--- src/rtl/log2_pkg.sv ---
// Shared constants and decoded-entry type for the log2 encoder/decoder pair.
// Latency: n/a (types and constants only).
// Backpressure: n/a.
package log2_pkg;

   localparam int LOG2_W     = 10;  // decoded word width; legal codes 0..LOG2_W-1
   localparam int LOG2_CW    = 4;   // code width, >= clog2(LOG2_W)
   localparam int LOG2_CNT_W = 16;  // statistics counter width

   // One buffered decode result
   typedef struct packed {
      logic [LOG2_W-1:0] onehot;
      logic [LOG2_W-1:0] mask;
      logic              zero;
      logic              err;
   } log2_entry_t;

endpackage

--- src/rtl/log2_prio_enc.sv ---
// Highest-set-bit encoder W->CW with a single-hot flag (exactly one bit set).
// Latency: combinational.
// Backpressure: none; pure function of the input vector.
module log2_prio_enc
   import log2_pkg::*;
#(
   parameter int W  = LOG2_W,
   parameter int CW = LOG2_CW
) (
   input  logic [W-1:0]  vec,
   output logic [CW-1:0] code,
   output logic          single
);

   localparam int PW = $clog2(W + 1);

   logic [PW-1:0] cnt;

   // Scan upward so the last set bit seen wins; count set bits alongside
   always_comb begin
      code = '0;
      cnt  = '0;
      for (int i = 0; i < W; i++) begin
         if (vec[i]) begin
            code = CW'(i);
            cnt  = cnt + PW'(1);
         end
      end
      single = (cnt == PW'(1));
   end

endmodule

--- src/rtl/log2_code_decoder.sv ---
// Expands a log2 code into onehot/mask via a 2-entry buffer, re-encodes each stored entry and counts mismatches.
// Latency: 1 cycle from accept to head when the buffer is empty; one result per cycle sustained.
// Backpressure: in_ready = occupancy < 2 from registered state; outputs hold while out_valid & ~out_ready.
module log2_code_decoder
   import log2_pkg::*;
#(
   parameter int CNT_W = LOG2_CNT_W
) (
   input  logic              clk,
   input  logic              rst,
   input  logic              in_valid,
   output logic              in_ready,
   input  logic [LOG2_CW-1:0] in_code,
   input  logic              in_zero,
   input  logic [LOG2_W-1:0] fault_inj,
   output logic              out_valid,
   input  logic              out_ready,
   output logic [LOG2_W-1:0] out_onehot,
   output logic [LOG2_W-1:0] out_mask,
   output logic              out_zero,
   output logic              out_err,
   output logic [CNT_W-1:0]  mismatch_cnt,
   output logic [CNT_W-1:0]  err_cnt,
   output logic [CNT_W-1:0]  xfer_cnt
);

   localparam int W  = LOG2_W;
   localparam int CW = LOG2_CW;

   log2_entry_t       entry;
   log2_entry_t       mem [2];
   log2_entry_t       head;
   logic              wr_ptr, rd_ptr;
   logic [1:0]        occ;
   logic              accept, xfer;
   logic              legal, mismatch;
   logic [CW-1:0]     enc_code;
   logic              enc_single;

   assign in_ready  = (occ != 2'd2);
   assign out_valid = (occ != 2'd0);
   assign accept    = in_valid & in_ready;
   assign xfer      = out_valid & out_ready;

   // Decode the offered code with precedence zero > illegal > legal; fault mask lands on the stored onehot
   always_comb begin
      entry = '0;
      legal = 1'b0;
      if (in_zero) begin
         entry.zero = 1'b1;
      end else if (in_code >= CW'(W)) begin
         entry.err = 1'b1;
      end else begin
         legal        = 1'b1;
         entry.onehot = W'(1) << in_code;
         entry.mask   = entry.onehot | (entry.onehot - W'(1));
      end
      entry.onehot = entry.onehot ^ fault_inj;
   end

   // Re-encode exactly what will be stored, so a corrupted onehot is caught at store time
   log2_prio_enc #(.W(W), .CW(CW)) u_enc (
      .vec    (entry.onehot),
      .code   (enc_code),
      .single (enc_single)
   );

   assign mismatch = accept & legal & ((enc_code != in_code) | ~enc_single);

   assign head       = mem[rd_ptr];
   assign out_onehot = head.onehot;
   assign out_mask   = head.mask;
   assign out_zero   = head.zero;
   assign out_err    = head.err;

   // Two-entry FIFO: write at wr_ptr on accept, pop at rd_ptr on transfer; reset drops contents
   always_ff @(posedge clk) begin
      if (rst) begin
         mem[0] <= '0;
         mem[1] <= '0;
         wr_ptr <= 1'b0;
         rd_ptr <= 1'b0;
         occ    <= 2'd0;
      end else begin
         if (accept) begin
            mem[wr_ptr] <= entry;
            wr_ptr      <= ~wr_ptr;
         end
         if (xfer) begin
            rd_ptr <= ~rd_ptr;
         end
         case ({accept, xfer})
            2'b10:   occ <= occ + 2'd1;
            2'b01:   occ <= occ - 2'd1;
            default: occ <= occ;
         endcase
      end
   end

   // Saturating statistics counters, at most one increment each per cycle
   always_ff @(posedge clk) begin
      if (rst) begin
         mismatch_cnt <= '0;
         err_cnt      <= '0;
         xfer_cnt     <= '0;
      end else begin
         if (mismatch && (mismatch_cnt != '1)) mismatch_cnt <= mismatch_cnt + CNT_W'(1);
         if (accept && entry.err && (err_cnt != '1)) err_cnt <= err_cnt + CNT_W'(1);
         if (xfer && (xfer_cnt != '1)) xfer_cnt <= xfer_cnt + CNT_W'(1);
      end
   end

endmodule

--- config.mk ---
export PLATFORM = sky130hd
export DESIGN_NAME = log2_code_decoder
export DESIGN_NICKNAME = d
export VERILOG_FILES = /design/src/rtl/log2_pkg.sv /design/src/rtl/log2_prio_enc.sv /design/src/rtl/log2_code_decoder.sv
export SDC_FILE = /design/constraint.sdc
export NUM_CORES = 1
export LEC_CHECK = 0
export CAP_MARGIN = 20
export CORE_MARGIN = 2
export CORE_UTILIZATION = 35
export DETAILED_ROUTE_END_ITERATION = 12
export HOLD_SLACK_MARGIN = 0.15
export SYNTH_ARGS = -nofsm -noshare
export SYNTH_HDL_FRONTEND = slang
export SYNTH_SLANG_ARGS = --single-unit
--- constraint.sdc ---
create_clock -name clk -period 14.2 [get_ports clk]
set_input_delay 2.84 -clock clk [delete_from_list [all_inputs] [get_ports clk]]
set_output_delay 2.84 -clock clk [all_outputs]
set_load 0.005 [all_outputs]
; ---- Word level (Yosys, flattened, before mapping)
; Memories as Yosys holds them, arrays and structs flattened. A register that Yosys moved wholly into a read port is not among the register bits.
; Index checks and enable logic that the tools add are counted.
[totals]
regBits = 52
ram_bits = 44
in_bits = 19
output_inout_bits = 72
elab_cells = 86
memories = 1
[mem_list]
columns = name, depth, width, read_ports, rd_clocked_by_memory_dff, write_ports, line_no
row1 = mem, 2, 22, 1, 1, 2, log2_code_decoder.sv:31  ; log2_entry_t mem [2];
[classes]
add_sub_neg = 15
n_lt_le_gt_ge = 1
eq_ne = 8
shifts = 1
mux = 37
n_bitwise = 10
n_reduce_logical = 7
[ops]
columns = cell, count
row1 = 16-bit by 1-bit adder with 16-bit output (second input constant), 3
row2 = 16-bit != test (second input constant), 3
row3 = 4-bit 2-to-1 mux, 11
row4 = 20-bit 2-to-1 mux, 2
row5 = 4-bit by 1-bit adder with 4-bit output (second input constant), 8
row6 = 22-bit 2-to-1 mux, 1
row7 = 22-bit OR reduction, 1
row8 = 1-bit 2-to-1 mux, 16
row9 = 3-bit 2-to-1 mux, 4
row10 = 10-bit bitwise OR, 1
row11 = 1-bit by 4-bit left shift with 10-bit output (first input constant), 1
row12 = 10-bit by 1-bit subtractor with 10-bit output (second input constant), 1
row13 = 10-bit bitwise XOR, 1
row14 = 1-bit AND, 4
row15 = 4-bit by 1-bit equality test with 1-bit output (second input constant), 1
row16 = 4-bit greater-or-equal comparator (second input constant), 1
row17 = 1-bit logical AND, 4
row18 = 2-bit 2-to-1 mux, 2
row19 = 4-bit != test, 1
row20 = 2-bit one-hot mux with 2 select lines, 1
row21 = 2-bit nonzero test, 2
row22 = 1-bit NOT, 3
row23 = 1-bit by 1-bit adder with 2-bit output (second input constant), 1
row24 = 2-bit by 1-bit adder with 2-bit output (second input constant), 1
row25 = 5 further kinds, 5

; ---- Longest topological paths before layout
[logic_depth]
ltp_word = 30
ltp_mapped = 42
ltp_nobuf = 40

; ---- Hierarchy
; From an unflattened synthesis, not the netlist that was laid out.
[hier_totals]
hier_cells = 588
hier_area_um2 = 5496.5
[modules_own_cells]
columns = mod, instances, cells_each, area_each_um2, seq_area_each_um2
row1 = log2_code_decoder, 1, 489, 4745.8, 2382.3
row2 = log2_prio_enc, 1, 99, 750.7, 0.0

; ---- Worst setup path before layout
; No wires, ideal clock.
[synth_timing]
path_type = in2reg
start = in in_zero
end = reg mismatch_cnt[0]
setup_ns = 0.121
t_arrival_ns = 10.604
t_required_ns = 14.079
slack_ns = 3.475
path_stages = 41
path_buffers = 2
cell_sequence = buf_2 > nor3_1 > nand2_1 > xor2_1 > inv_1 > ha_1 > nand2b_1 > a2bb2oi_1 > nor2_1 > inv_1 > ha_1 > nor2_1 > mux2_2 > a21oi_1 > ha_1 > nand4b_1 > o21ai_0 > a21o_1 > (+5 left out) > nor2_1 > ha_1 > nand2_1 > mux2_2 > o31ai_1 > ha_1 > a21oi_1 > a31oi_1 > a21o_1 > ha_1 > nor2_1 > a32oi_1 > or4_1 > or4b_4 > mux2i_4 > buf_6 > nor2_2 > mux2_4
[synth_lines]
columns = element, line_no
row1 = from (decl), log2_code_decoder.sv:14  ; input logic in_zero,
row2 = to (signal assigned), log2_code_decoder.sv:107  ; if (mismatch && (mismatch_cnt != '1)) mismatch_cnt <= mismatch_cnt + CNT_W'(1);
row3 = to (decl), log2_code_decoder.sv:22  ; output logic [CNT_W-1:0] mismatch_cnt,

==> flow_results.xml <==
<?xml version="1.0" encoding="UTF-8"?>
<metrics>
  <group name="run_status">
    <metric name="outcome" unit="">complete, no violations</metric>
  </group>
  <group name="setup_path">
    <metric name="path_class" unit="">in2reg</metric>
    <metric name="crit_path_top_delay_cell" unit="">sky130_fd_sc_hd__clkdlybuf4s50_1</metric>
    <metric name="worstSetupStartpointType" unit="">input pin</metric>
    <metric name="worstPathArrival" unit="ns">12.56</metric>
    <metric name="setup.worst_path.start" unit="">in_code[3]</metric>
    <metric name="worstPathBufferInverterCount" unit="">3</metric>
    <metric name="crit_path_leading_delay_family" unit="">simple AND/OR/NAND/NOR gates</metric>
    <metric name="critical_path.most_common_cell" unit="">sky130_fd_sc_hd__ha_1</metric>
    <metric name="critical_path.max_stage_delay" unit="ns">0.73</metric>
    <metric name="worst_ep_required_time" unit="ns">14.45</metric>
    <metric name="reg2reg_slack" unit="ns">11.33</metric>
    <metric name="endpoint_kind" unit="">flop</metric>
    <metric name="worst_r2r_startpoint" unit="">xfer_cnt[7]</metric>
    <metric name="path_max_fanout" unit="">26</metric>
  </group>
  <group name="logic_synthesis">
    <metric name="synth_top_cell_by_area" unit="">sky130_fd_sc_hd__edfxtp_1</metric>
    <metric name="synth_flop_cell" unit="">sky130_fd_sc_hd__dfxtp_1</metric>
    <metric name="number_of_synthesized_flops_with_an_enable_pin" unit="">44</metric>
    <metric name="synth_cells" unit="">628</metric>
    <metric name="synth_top_cell_area_share" unit="%">23.12</metric>
    <metric name="yosys_warnings" unit="">0</metric>
    <metric name="async_flop_share" unit="%">0</metric>
    <metric name="yosys_register_bits" unit="">97</metric>
    <metric name="total_standard_cell_area_after_synthesis" unit="mm^2">0.005715</metric>
    <metric name="synth_area_leaders" unit="">sky130_fd_sc_hd__edfxtp_1, sky130_fd_sc_hd__dfxtp_1, sky130_fd_sc_hd__nor2_1, sky130_fd_sc_hd__mux2_2, sky130_fd_sc_hd__xor2_1</metric>
    <metric name="ys_seq_area_share" unit="%">41.68</metric>
    <metric name="syn-num-nets" unit="">660</metric>
    <metric name="synthMostInstantiatedCell" unit="">sky130_fd_sc_hd__nor2_1</metric>
    <metric name="post_synth_most_frequent_cells" unit="">sky130_fd_sc_hd__nor2_1, sky130_fd_sc_hd__dfxtp_1, sky130_fd_sc_hd__nand2_1</metric>
    <metric name="post_synth_num_cell_types" unit="">66</metric>
    <metric name="syn_avg_cell_area" unit="um^2">9.101</metric>
  </group>
  <group name="power_and_ir_drop">
    <metric name="clock_power_share" unit="%">30.9</metric>
    <metric name="sequentialPowerShare" unit="%">37.1</metric>
    <metric name="power.share.switching" unit="%">29.59</metric>
    <metric name="vdd_ir_drop_max" unit="uV">56.91</metric>
    <metric name="internal_power" unit="mW">0.6345</metric>
    <metric name="p_per_area" unit="mW/mm^2">125.9</metric>
    <metric name="power.combinational.fraction" unit="%">32.0</metric>
    <metric name="power_switching" unit="mW">0.2667</metric>
    <metric name="finalPower" unit="mW">0.9012</metric>
    <metric name="p_leak" unit="nW">2.601</metric>
  </group>
  <group name="finish">
    <metric name="areaGrowthSynthToFinish" unit="%">25.20</metric>
    <metric name="fin_nets" unit="">732</metric>
    <metric name="post_route_cells_drive_above_1_share" unit="%">9.220</metric>
    <metric name="ff_latch_area" unit="mm^2">0.002382</metric>
    <metric name="final.fill_count" unit="">1520</metric>
    <metric name="insertedDiodeCount" unit="">0</metric>
    <metric name="final_core_utilization" unit="%">44.88</metric>
    <metric name="post-route-cell-area" unit="mm^2">0.007156</metric>
    <metric name="multi_input_area" unit="mm^2">0.003149</metric>
  </group>
  <group name="clocking">
    <metric name="holdBufCountCts" unit="">0</metric>
    <metric name="cts_max_level" unit="">3</metric>
    <metric name="clock_pin_slew_on_the_worst_setup_and_hold_paths" unit="ns">0.08</metric>
    <metric name="clk_root_buffer_cell" unit="">sky130_fd_sc_hd__clkbuf_16</metric>
    <metric name="tritoncts" unit="">built</metric>
    <metric name="cts_made_buffers" unit="">9</metric>
    <metric name="clock-sinks" unit="">97</metric>
    <metric name="clk_latency" unit="ns">0.35</metric>
    <metric name="post-cts-setup-buffers" unit="">0</metric>
    <metric name="cts_resized" unit="">0</metric>
    <metric name="clk_path_buf_depth" unit="">2</metric>
  </group>
  <group name="global_route">
    <metric name="met1_usage" unit="%">21.06</metric>
    <metric name="pin_count_of_the_biggest_net_entering_global_routing" unit="">63</metric>
    <metric name="grt_pass1_vias" unit="">4628</metric>
    <metric name="wire_length_of_the_first_global_routing_pass" unit="um">23310</metric>
    <metric name="gr-usage-all-layers" unit="%">16.40</metric>
    <metric name="global_route.overflow_total" unit="">0</metric>
    <metric name="groute.layer.met2.usage" unit="%">27.25</metric>
    <metric name="grt_busiest_layer" unit="">met2</metric>
    <metric name="initial_antenna_violation_count" unit="">0</metric>
    <metric name="gr-usage-met3" unit="%">4.114</metric>
  </group>
  <group name="timing">
    <metric name="fin_ws" unit="ns">1.891</metric>
    <metric name="timing.slew.headroom" unit="%">40.71</metric>
    <metric name="finalHoldViolations" unit="">0</metric>
    <metric name="timing_max_transition_violations_final" unit="">0</metric>
    <metric name="timing.clock.skew" unit="ns">0.01201</metric>
    <metric name="final_min_period_over_clock_period" unit="%">86.68</metric>
    <metric name="post-route-min-period" unit="ns">12.31</metric>
    <metric name="setup_viol" unit="">0</metric>
    <metric name="maxClockFrequency" unit="GHz">0.08124</metric>
    <metric name="grt_setup_unrepaired" unit="">no</metric>
    <metric name="final.setup.tns" unit="ns">0</metric>
    <metric name="max_slew.worst_pin.slew" unit="ns">0.8853</metric>
  </group>
  <group name="die">
    <metric name="initial_core_util" unit="%">35.85</metric>
    <metric name="die_x" unit="um">131.8</metric>
    <metric name="std_cell_rows" unit="">46</metric>
    <metric name="top_level_ports" unit="">91</metric>
    <metric name="die_y" unit="um">131.8</metric>
    <metric name="floorplan.die_area" unit="mm^2">0.01737</metric>
    <metric name="core" unit="mm^2">0.01594</metric>
  </group>
  <group name="placed_design">
    <metric name="numPortBuffers" unit="">90</metric>
    <metric name="dpl-instance-area" unit="mm^2">0.006780</metric>
    <metric name="gp_congestion" unit="">0.8782</metric>
    <metric name="dp_hpwl" unit="um">10070</metric>
    <metric name="post_place_worst_slack" unit="ns">1.588</metric>
  </group>
  <group name="detailed_routing">
    <metric name="detail_route.drc_violations" unit="">0</metric>
    <metric name="route.antenna.remaining_nets" unit="">0</metric>
    <metric name="drt_iter0_drc" unit="">193</metric>
    <metric name="avgRoutedWirePerCell" unit="um">15.30</metric>
    <metric name="drt_first_pass_iters" unit="">4</metric>
    <metric name="num_vias" unit="">4697</metric>
    <metric name="routed_wirelength" unit="um">14090</metric>
    <metric name="viasPerCell" unit="">5.100</metric>
  </group>
  <group name="worst_hold_path">
    <metric name="hold_path.class" unit="">reg2reg</metric>
    <metric name="worst_hold_startpoint" unit="">mismatch_cnt[4]</metric>
  </group>
  <group name="job">
    <metric name="drv_cap" unit="">0</metric>
  </group>
</metrics>
## area by class of cell
cell class	count	share of cell area, %
Multi-Input combinational cell	485	44.01
Sequential cell	97	33.29
Timing Repair Buffer	95	13.43
Clock buffer	12	4.039
Tap cell	216	3.777
Clock inverter	4	0.8218
Inverter	12	0.6295
## worst paths after layout
check,cells past startpoint,end
setup reg to reg,10,xfer_cnt[13]
hold reg to reg,2,mismatch_cnt[4]
hold / removal,2,mismatch_cnt[4]
setup / recovery,40,mismatch_cnt[11]
## logic make-up after synthesis
group                    share of synthesized area (%)
flip-flops                                       41.68
AO/OA/AOI/OAI                                    9.151
adder cells (fa/ha/maj)                          2.846
XOR/XNOR                                         10.38
AND/OR/NAND/NOR                                  25.37
buffers and inverters                            3.284
multiplexers                                     7.290
## routing by layer
metal / share of wire [%] / vias to the layer above / wire length, um
met5: 0 / - / 0
met4: 1.2 / 0 / 171
met3: 5.2 / 14 / 738
met2: 48 / 109 / 6709
met1: 46 / 2224 / 6469
li1: - / 2350 / -
## cells in the final DEF (no fill, tap or decap), drive strengths merged, types with 20 or more instances in the layout
cell type and n:
nand3 27, xnor2 23, xor2 34, o21ai 20
nand2 48, clkdlybuf4s50 89, a21oi 27, edfxtp 44
nor2 103, mux2 29, dfxtp 53
## flip-flops by register name, indices dropped and copies added (netlist names), named ones only
signal	flops
xfer_cnt	16
wr_ptr	1
mem	44
rd_ptr	1
err_cnt	16
mismatch_cnt	16
occ	2
## power groups by stage
stage	clock network, mW	registers (mW)	logic, mW
2_1_floorplan	0	0.336	0.182
3_3_place_gp	0	0.347	0.265
3_5_place_dp	0	0.349	0.274
4_1_cts	0.286	0.343	0.278
5_1_grt	0.296	0.338	0.316
6_report	0.278	0.335	0.288
## tightest hold or removal path: cells and delay by family (launching register included)
| family | cells | cell delay [ns] |
|---|---|---|
| flip-flops | 1 | 0.34 |
| AO/OA/AOI/OAI | 2 | 0.13 |
## through the flow
stage / hold WS [ns] / cells
floorplan: 0.4668 / 628
global placement: 0.4785 / 903
detailed placement: 0.4941 / 904
CTS: 0.5080 / 920
global route: 0.5435 / 921
finish: 0.5035 / 921
Power figures use the tool's default switching activity.
